File: config.mk
export PLATFORM = sky130hd
export DESIGN_NAME = tick_period_meter
export DESIGN_NICKNAME = d
export VERILOG_FILES = /design/src/rtl/tick_period_meter.sv
export SDC_FILE = /design/constraint.sdc
export NUM_CORES = 1
export LEC_CHECK = 0
export CAP_MARGIN = 20
export CORE_UTILIZATION = 45
export DETAILED_ROUTE_END_ITERATION = 12
export PLACE_DENSITY = 0.74
export REMOVE_ABC_BUFFERS = 1
export SYNTH_ARGS = -nofsm -noshare
export SYNTH_HDL_FRONTEND = slang
export SYNTH_SLANG_ARGS = --single-unit
File: constraint.sdc
create_clock -name clk -period 2.7 [get_ports clk]
set_input_delay 0.405 -clock clk [delete_from_list [all_inputs] [get_ports clk]]
set_output_delay 0.405 -clock clk [all_outputs]
set_load 0.005 [all_outputs]
File: src/rtl/tick_period_meter.sv
// Measures clk cycles between rising edges of tick and delivers each spacing
// on a single-entry valid/ready port, with sticky overrun and timeout flags.
module tick_period_meter #(
  parameter int BITS    = 32,
  parameter int TIMEOUT = 1000
) (
  input  logic            clk,
  input  logic            reset,
  input  logic            tick,
  input  logic            clear,
  output logic [BITS-1:0] period,
  output logic            period_valid,
  input  logic            period_ready,
  output logic            overrun,
  output logic            timeout,
  output logic            active
);

  typedef enum logic [0:0] {
    IDLE    = 1'b0,
    MEASURE = 1'b1
  } state_t;

  localparam logic [BITS-1:0] TIMEOUT_C = BITS'(TIMEOUT);
  localparam logic [BITS-1:0] ONE_C     = {{(BITS-1){1'b0}}, 1'b1};
  localparam logic [BITS-1:0] ZERO_C    = {BITS{1'b0}};

  state_t          state_r;
  state_t          state_s;
  logic            tick_q_r;
  logic [BITS-1:0] cnt_r;
  logic [BITS-1:0] cnt_s;
  logic            edge_s;
  logic            meas_s;
  logic            tout_set_s;
  logic            ovr_set_s;
  logic            xfer_s;
  logic [BITS-1:0] period_s;
  logic            period_valid_s;
  logic            overrun_s;
  logic            timeout_s;

  assign edge_s = tick & ~tick_q_r;
  assign xfer_s = period_valid & period_ready;

  // State and all output registers; reset discards any pending measurement.
  always_ff @(posedge clk or posedge reset) begin
    if (reset) begin
      state_r      <= IDLE;
      tick_q_r     <= 1'b0;
      cnt_r        <= ZERO_C;
      period       <= ZERO_C;
      period_valid <= 1'b0;
      overrun      <= 1'b0;
      timeout      <= 1'b0;
      active       <= 1'b0;
    end else begin
      state_r      <= state_s;
      tick_q_r     <= tick;
      cnt_r        <= cnt_s;
      period       <= period_s;
      period_valid <= period_valid_s;
      overrun      <= overrun_s;
      timeout      <= timeout_s;
      active       <= (state_s == MEASURE);
    end
  end

  // Next state and counter; an edge exactly at TIMEOUT still counts as a measurement.
  always_comb begin
    state_s    = state_r;
    cnt_s      = cnt_r;
    meas_s     = 1'b0;
    tout_set_s = 1'b0;
    case (state_r)
      IDLE: begin
        if (edge_s) begin
          state_s = MEASURE;
          cnt_s   = ONE_C;
        end else begin
          cnt_s   = ZERO_C;
        end
      end
      MEASURE: begin
        if (edge_s) begin
          meas_s = 1'b1;
          cnt_s  = ONE_C;
        end else if (cnt_r == TIMEOUT_C) begin
          state_s    = IDLE;
          cnt_s      = ZERO_C;
          tout_set_s = 1'b1;
        end else begin
          cnt_s = cnt_r + ONE_C;
        end
      end
      default: begin
        state_s = IDLE;
        cnt_s   = ZERO_C;
      end
    endcase
  end

  // Output buffer and sticky flags; a set condition beats clear in the same cycle.
  always_comb begin
    period_s       = period;
    period_valid_s = period_valid;
    ovr_set_s      = 1'b0;
    if (meas_s) begin
      if (!period_valid || xfer_s) begin
        period_s       = cnt_r;
        period_valid_s = 1'b1;
      end else begin
        ovr_set_s = 1'b1;
      end
    end else if (xfer_s) begin
      period_valid_s = 1'b0;
    end else begin
      period_valid_s = period_valid;
    end
    overrun_s = ovr_set_s | (overrun & ~clear);
    timeout_s = tout_set_s | (timeout & ~clear);
  end

endmodule
==> flow_summary.yaml, run 1 <==
die:
  die_h_um: 87.0
  die_area_mm2: 0.00757
  fp.dieW_um: 87.0
  core-area_mm2: 0.00687
  io_pins: 41
  placementRows: 30
  start_util: 0.473
global_routing:
  grt.busiest_layer: "met2"
  grt_pass1_wl_um: 11500
  grt_max_degree: 48
  gr-usage-all-layers: 0.198
  antenna_found_initial: 0
  use_met1: 0.279
  grt-ovfl-total: 0
  grt_use_met3: 0.0398
  grt_use_met2: 0.295
  grt_pass1_vias: 2314
placement:
  pre_cts_slack_ns: 0.384
  port_buffers: 40
  dpl-instance-area_mm2: 0.00376
  dp_hpwl_um: 4440
  gp_congestion: 0.762
sta:
  skew_ns: 0.00539
  slew_violations: 0
  rsz0062_at_grt: "no"
  tns_ns: 0
  worstMarginPinSlew_ns: 0.511
  hold_violations: 0
  setup_violations: 0
  period_share: 0.870
  slew_headroom: 0.659
  max_freq_ghz: 0.426
  finalCriticalPeriod_ns: 2.35
  timing.final.ws_setup_ns: 0.351
logic_synthesis:
  syn_inst: 282
  synth-seq-cells: 69
  yosysTopAreaCellShare: 0.531
  synth_area_mm2: 0.00325
  async_flop_share: 1.00
  synth_top_flop_cell: "dfrtp_1"
  ys_types: 37
  yosysTopAreaCell: "dfrtp_1"
  syn_avg_cell_area_um2: 11.5
  yosysMostFrequentCell: "dfrtp_1"
  synth-edff-count: 0
  synthTopCellsByArea: "dfrtp_1, mux2_2, xnor2_1"
  yosys_warnings: 0
  synth.yosys.seq_area_share: 0.531
  ys_top_cells_by_count: "dfrtp_1, mux2_2, nor3_1"
clocking:
  ctsRootBufferMaster: "clkbuf_8"
  tritoncts: "built"
  post-cts-setup-buffers: 0
  cts_buffers: 9
  worst_skew_pair.late_latency_ns: 0.34
  cts.clk_slew.worst_paths_ns: 0.07
  cts_sinks: 69
  post_cts_resized: 0
  clock_path_buffers: 2
  cts_htree_levels: 3
  postCtsHoldBufs: 0
worst_setup_path:
  slowest_delay_ns: 0.58
  cp_max_fo: 17
  worst_path_dominant_cell_family: "simple AND/OR/NAND/NOR gates"
  required_ns: 2.94
  arrival_ns: 2.59
  critPathBufInv: 0
  crit_path_top_delay_cell: "or3_1"
  path_cells: "ha_1, nand3_1, or3_1, or4_1, a211oi_1"
  critPathKind: "register to register"
  critPathLaunchType: "register"
  crit_path_end_kind: "register"
detailed_routing:
  drtAntennaViolNets: 0
  vias: 2396
  via_per_inst: 5.70
  drtIter0Drc: 125
  drt_pass1_iterations: 4
  wl_per_cell_um: 15.7
  drc: 0
  wirelength_um: 6610
final_layout:
  nNetsFinal: 326
  area_growth_pct: 21.6
  design_area_mm2: 0.00395
  drive_gt1_frac: 0.194
  n_antenna_cell: 0
  final_util: 0.575
job:
  maxCapViolations: 0
power:
  max-vdd-ir-drop_mv: 0.420
  p_total_mw: 2.20
  powerDensity_mw_per_mm2: 555
  p_leak_nw: 1.62
hold_path:
  holdCritPathClass: "primary input to asynchronous set/reset pin"
outcome:
  status: "complete, no violations"
==> placed cells by master, fill, tap and decap left out, drive strengths merged, types with 2 or more instances in the layout <==
cell           instances
buf                    6
nand3                 13
nor4                   9
xnor2                 12
nand4                  6
and2                   3
inv                    8
nor3                  16
or3                    6
clkinv                 2
clkdlybuf4s50         40
or4                   12
o31ai                 13
a211oi                17
o21ai                  4
clkbuf                12
nand2                 13
nor2                   5
or2                    2
ha                     2
mux2                  32
o41ai                  2
nand2b                 2
dfrtp                 69
and4                   5
and3                   3
==> routing by layer <==
| layer | vias to the layer above | part of all wire |
|---|---|---|
| li1 | 1132 | - |
| met1 | 1190 | 0.48 |
| met2 | 61 | 0.46 |
| met3 | 13 | 0.039 |
| met4 | 0 | 0.023 |
| met5 | - | 0 |
==> registers in the layout (all words and copies together) (netlist names) <==
register and cells:
tick_q_r 1, period_valid 1, overrun 1, state_r 1
timeout 1, cnt_r 32, period 32
==> through the flow <==
step / hold WS [ns] / instances
after global routing: 0.473 / 420
after floorplan: 0.436 / 262
after global placement: 0.475 / 404
final: 0.414 / 420
after detailed placement: 0.479 / 404
after CTS: 0.416 / 420
==> worst reg2reg max path, cell delays in order, from the launching register on <==
cell and delay [ns]:
dfrtp_1 0.44, ha_1 0.24, nand3_1 0.17, or3_1 0.58, or4_1 0.55, a211oi_1 0.26
==> cells by family (layout without fill, tap and decap cells) <==
| kind of cell | Yosys count | in the layout | share of synthesized area |
|---|---|---|---|
| compound gates | 38 | 38 | 0.0943 |
| simple gates | 100 | 100 | 0.186 |
| buf+inv | 28 | 70 | 0.0354 |
| xor+xnor | 13 | 13 | 0.0350 |
| fa+ha+maj | 2 | 2 | 0.00770 |
| mux | 32 | 32 | 0.111 |
| flops | 69 | 69 | 0.531 |
==> report_power, final <==
group          internal, mW  switching (mW)
clock network         0.450           0.380
logic                 0.122           0.101
registers              1.09          0.0558
==> final timing paths <==
path                       startpoint         end  slack [ns]  cells after the start
setup / recovery             cnt_r[0]   cnt_r[18]        0.35                      5
hold / removal                  reset  period[11]        0.41                      2
setup reg to reg             cnt_r[0]   cnt_r[18]        0.35                      5
hold reg to reg               overrun     overrun        0.49                      1
max in group asynchronous       reset   cnt_r[27]        1.66                      3
min in group clk              overrun     overrun        0.49                      1
==> layout make-up <==
cell class,instances,area [um2]
flip-flops and latches,69,1730
clock buffers,12,145
well taps,96,120
clock inverters,4,47.5
fillers,569,2920
inverters,8,30.0
multi-input cells,185,1430
repair buffers,46,458
No activity file was read; power rests on OpenSTA's default activity.
==> run 2, diff against run 1 <==
Settings changed: CORE_UTILIZATION 45 to 40, PLACE_DENSITY 0.74 to 0.68.
==> run 2 against run 1 <==
Worst hold slack improved by 0.028 ns. Setup slack got worse by 0.058 ns. Sequential share of layout area rose by 0.069 points. Wire length down 0.76%. Combinational power hardly changed. Non-clock buffer count increased by 1. Largest power group unchanged.
==> flow_summary.yaml, run 2 (synthesized netlist as in run 1, its figures left out) <==
worst_setup_path:
  path_cells: "ha_1, nand3_1, or3_1, or4_1, a211oi_2"
  slowest_delay_ns: 0.61
  required_ns: 2.96
  critPathKind: "register to register"
  crit_path_top_delay_cell: "or3_1"
  critPathLaunchType: "register"
  cp_max_fo: 17
  arrival_ns: 2.67
  crit_path_end_kind: "register"
die:
  die_area_mm2: 0.00849
  start_util: 0.416
  io_pins: 41
  die_h_um: 92.1
  core-area_mm2: 0.00781
  placementRows: 32
  fp.dieW_um: 92.1
global_routing:
  grt_pass1_vias: 2295
  grt.busiest_layer: "met2"
  antenna_found_initial: 0
  grt_pass1_wl_um: 11600
  use_met1: 0.242
  grt_use_met3: 0.0423
  grt-ovfl-total: 0
  grt_use_met2: 0.259
  grt_max_degree: 70
  gr-usage-all-layers: 0.175
sta:
  max_freq_ghz: 0.416
  skew_ns: 0.00554
  setup_violations: 0
  worstMarginPinSlew_ns: 0.546
  period_share: 0.891
  rsz0062_at_grt: "no"
  slew_violations: 0
  slew_headroom: 0.636
  hold_violations: 0
  finalCriticalPeriod_ns: 2.41
power:
  p_switching_uw: 519
  max-vdd-ir-drop_mv: 0.380
  combPwrFrac: 0.105
  p_int_mw: 1.59
  sw_frac_of_total: 0.245
  p_clk_frac: 0.354
  powerDensity_mw_per_mm2: 535
  p_leak_nw: 1.62
  pwr-share-seq: 0.540
  p_total_mw: 2.11
detailed_routing:
  drtAntennaViolNets: 0
  wirelength_um: 6560
  drtIter0Drc: 93
  via_per_inst: 5.48
  wl_per_cell_um: 15.4
  vias: 2342
  drc: 0
  drt_pass1_iterations: 4
final_layout:
  multi_input_area_mm2: 0.00143
  drive_gt1_frac: 0.191
  finalNonFillerCells: 427
  reg_top3: "cnt_r (32), period (32)"
  layout_commonest_cell: "dfrtp_1"
  final_cell_mix: "dfrtp_1, clkdlybuf4s50_1, mux2_2, nor3_1"
  nNetsFinal: 327
  fill_cells: 722
  area_growth_pct: 21.4
  seq_area_mm2: 0.00173
  n_antenna_cell: 0
job:
  maxCapViolations: 0
clocking:
  post-cts-setup-buffers: 0
  cts_buffers: 9
  cts_sinks: 69
  cts.clk_slew.worst_paths_ns: 0.07
  worst_skew_pair.late_latency_ns: 0.35
  ctsRootBufferMaster: "clkbuf_8"
  cts_htree_levels: 3
  postCtsHoldBufs: 0
  tritoncts: "built"
  post_cts_resized: 0
  clock_path_buffers: 2
outcome:
  status: "complete, no violations"
placement:
  place_inst: 411
  dp_hpwl_um: 4400
  gp_congestion: 0.774
  port_buffers: 40
hold_path:
  holdCritPathClass: "primary input to asynchronous set/reset pin"
run 2: per-stage QoR:
stage | util | cell area [um2] | TNS (ns) | setup WS (ns) | hold slack (ns)
global route | 0.505 | 3950 | 0 | 0.152 | 0.473
floorplan | - | 3170 | -36.55 | -0.745 | 0.436
global placement | 0.483 | 3770 | 0 | 0.446 | 0.477
CTS | 0.505 | 3950 | 0 | 0.311 | 0.451
detailed placement | 0.483 | 3770 | 0 | 0.296 | 0.481
finish | 0.505 | 3950 | 0 | 0.293 | 0.442
run 2: layout make-up:
cell class | count | share of cell area
clock inverters | 1 | 0.00127
flip-flops and latches | 69 | 0.438
multi-input cells | 185 | 0.361
inverters | 8 | 0.00761
clock buffers | 15 | 0.0422
well taps | 102 | 0.0323
repair buffers | 47 | 0.118
run 2: worst max-delay path: cells and delay by family, from the launching register on:
family                     cells  cell delay [ns]
adders and majority gates      1             0.24
AOI/OAI and AO/OA              1             0.23
and+or+nand+nor                3             1.41
DFF                            1             0.43
run 2: path summary, 6_finish.rpt:
| check | start | endpoint | slack [ns] | cells past startpoint |
|---|---|---|---|---|
| setup / recovery | cnt_r[0] | cnt_r[24] | 0.29 | 5 |
| hold / removal | reset | period[5] | 0.44 | 3 |
| setup reg to reg | cnt_r[0] | cnt_r[24] | 0.29 | 5 |
| hold reg to reg | overrun | overrun | 0.49 | 1 |
| max in group asynchronous | reset | period[22] | 1.98 | 3 |
| min in group clk | overrun | overrun | 0.49 | 1 |
run 2: layer usage:
layer  wire, um  part of all wire  vias up
li1           -                 -     1133
met1       3250              0.49     1151
met2       2930              0.45       47
met3        262             0.040       11
met4        127             0.019        0
met5          0                 0        -
run 2: power by group through the flow:
stage / logic (mW) / clock network [mW] / registers [mW]
detailed placement: 0.224 / 0 / 1.16
global route: 0.248 / 0.802 / 1.15
CTS: 0.228 / 0.774 / 1.14
floorplan: 0.118 / 0 / 1.15
global placement: 0.224 / 0 / 1.16
finish: 0.222 / 0.749 / 1.14
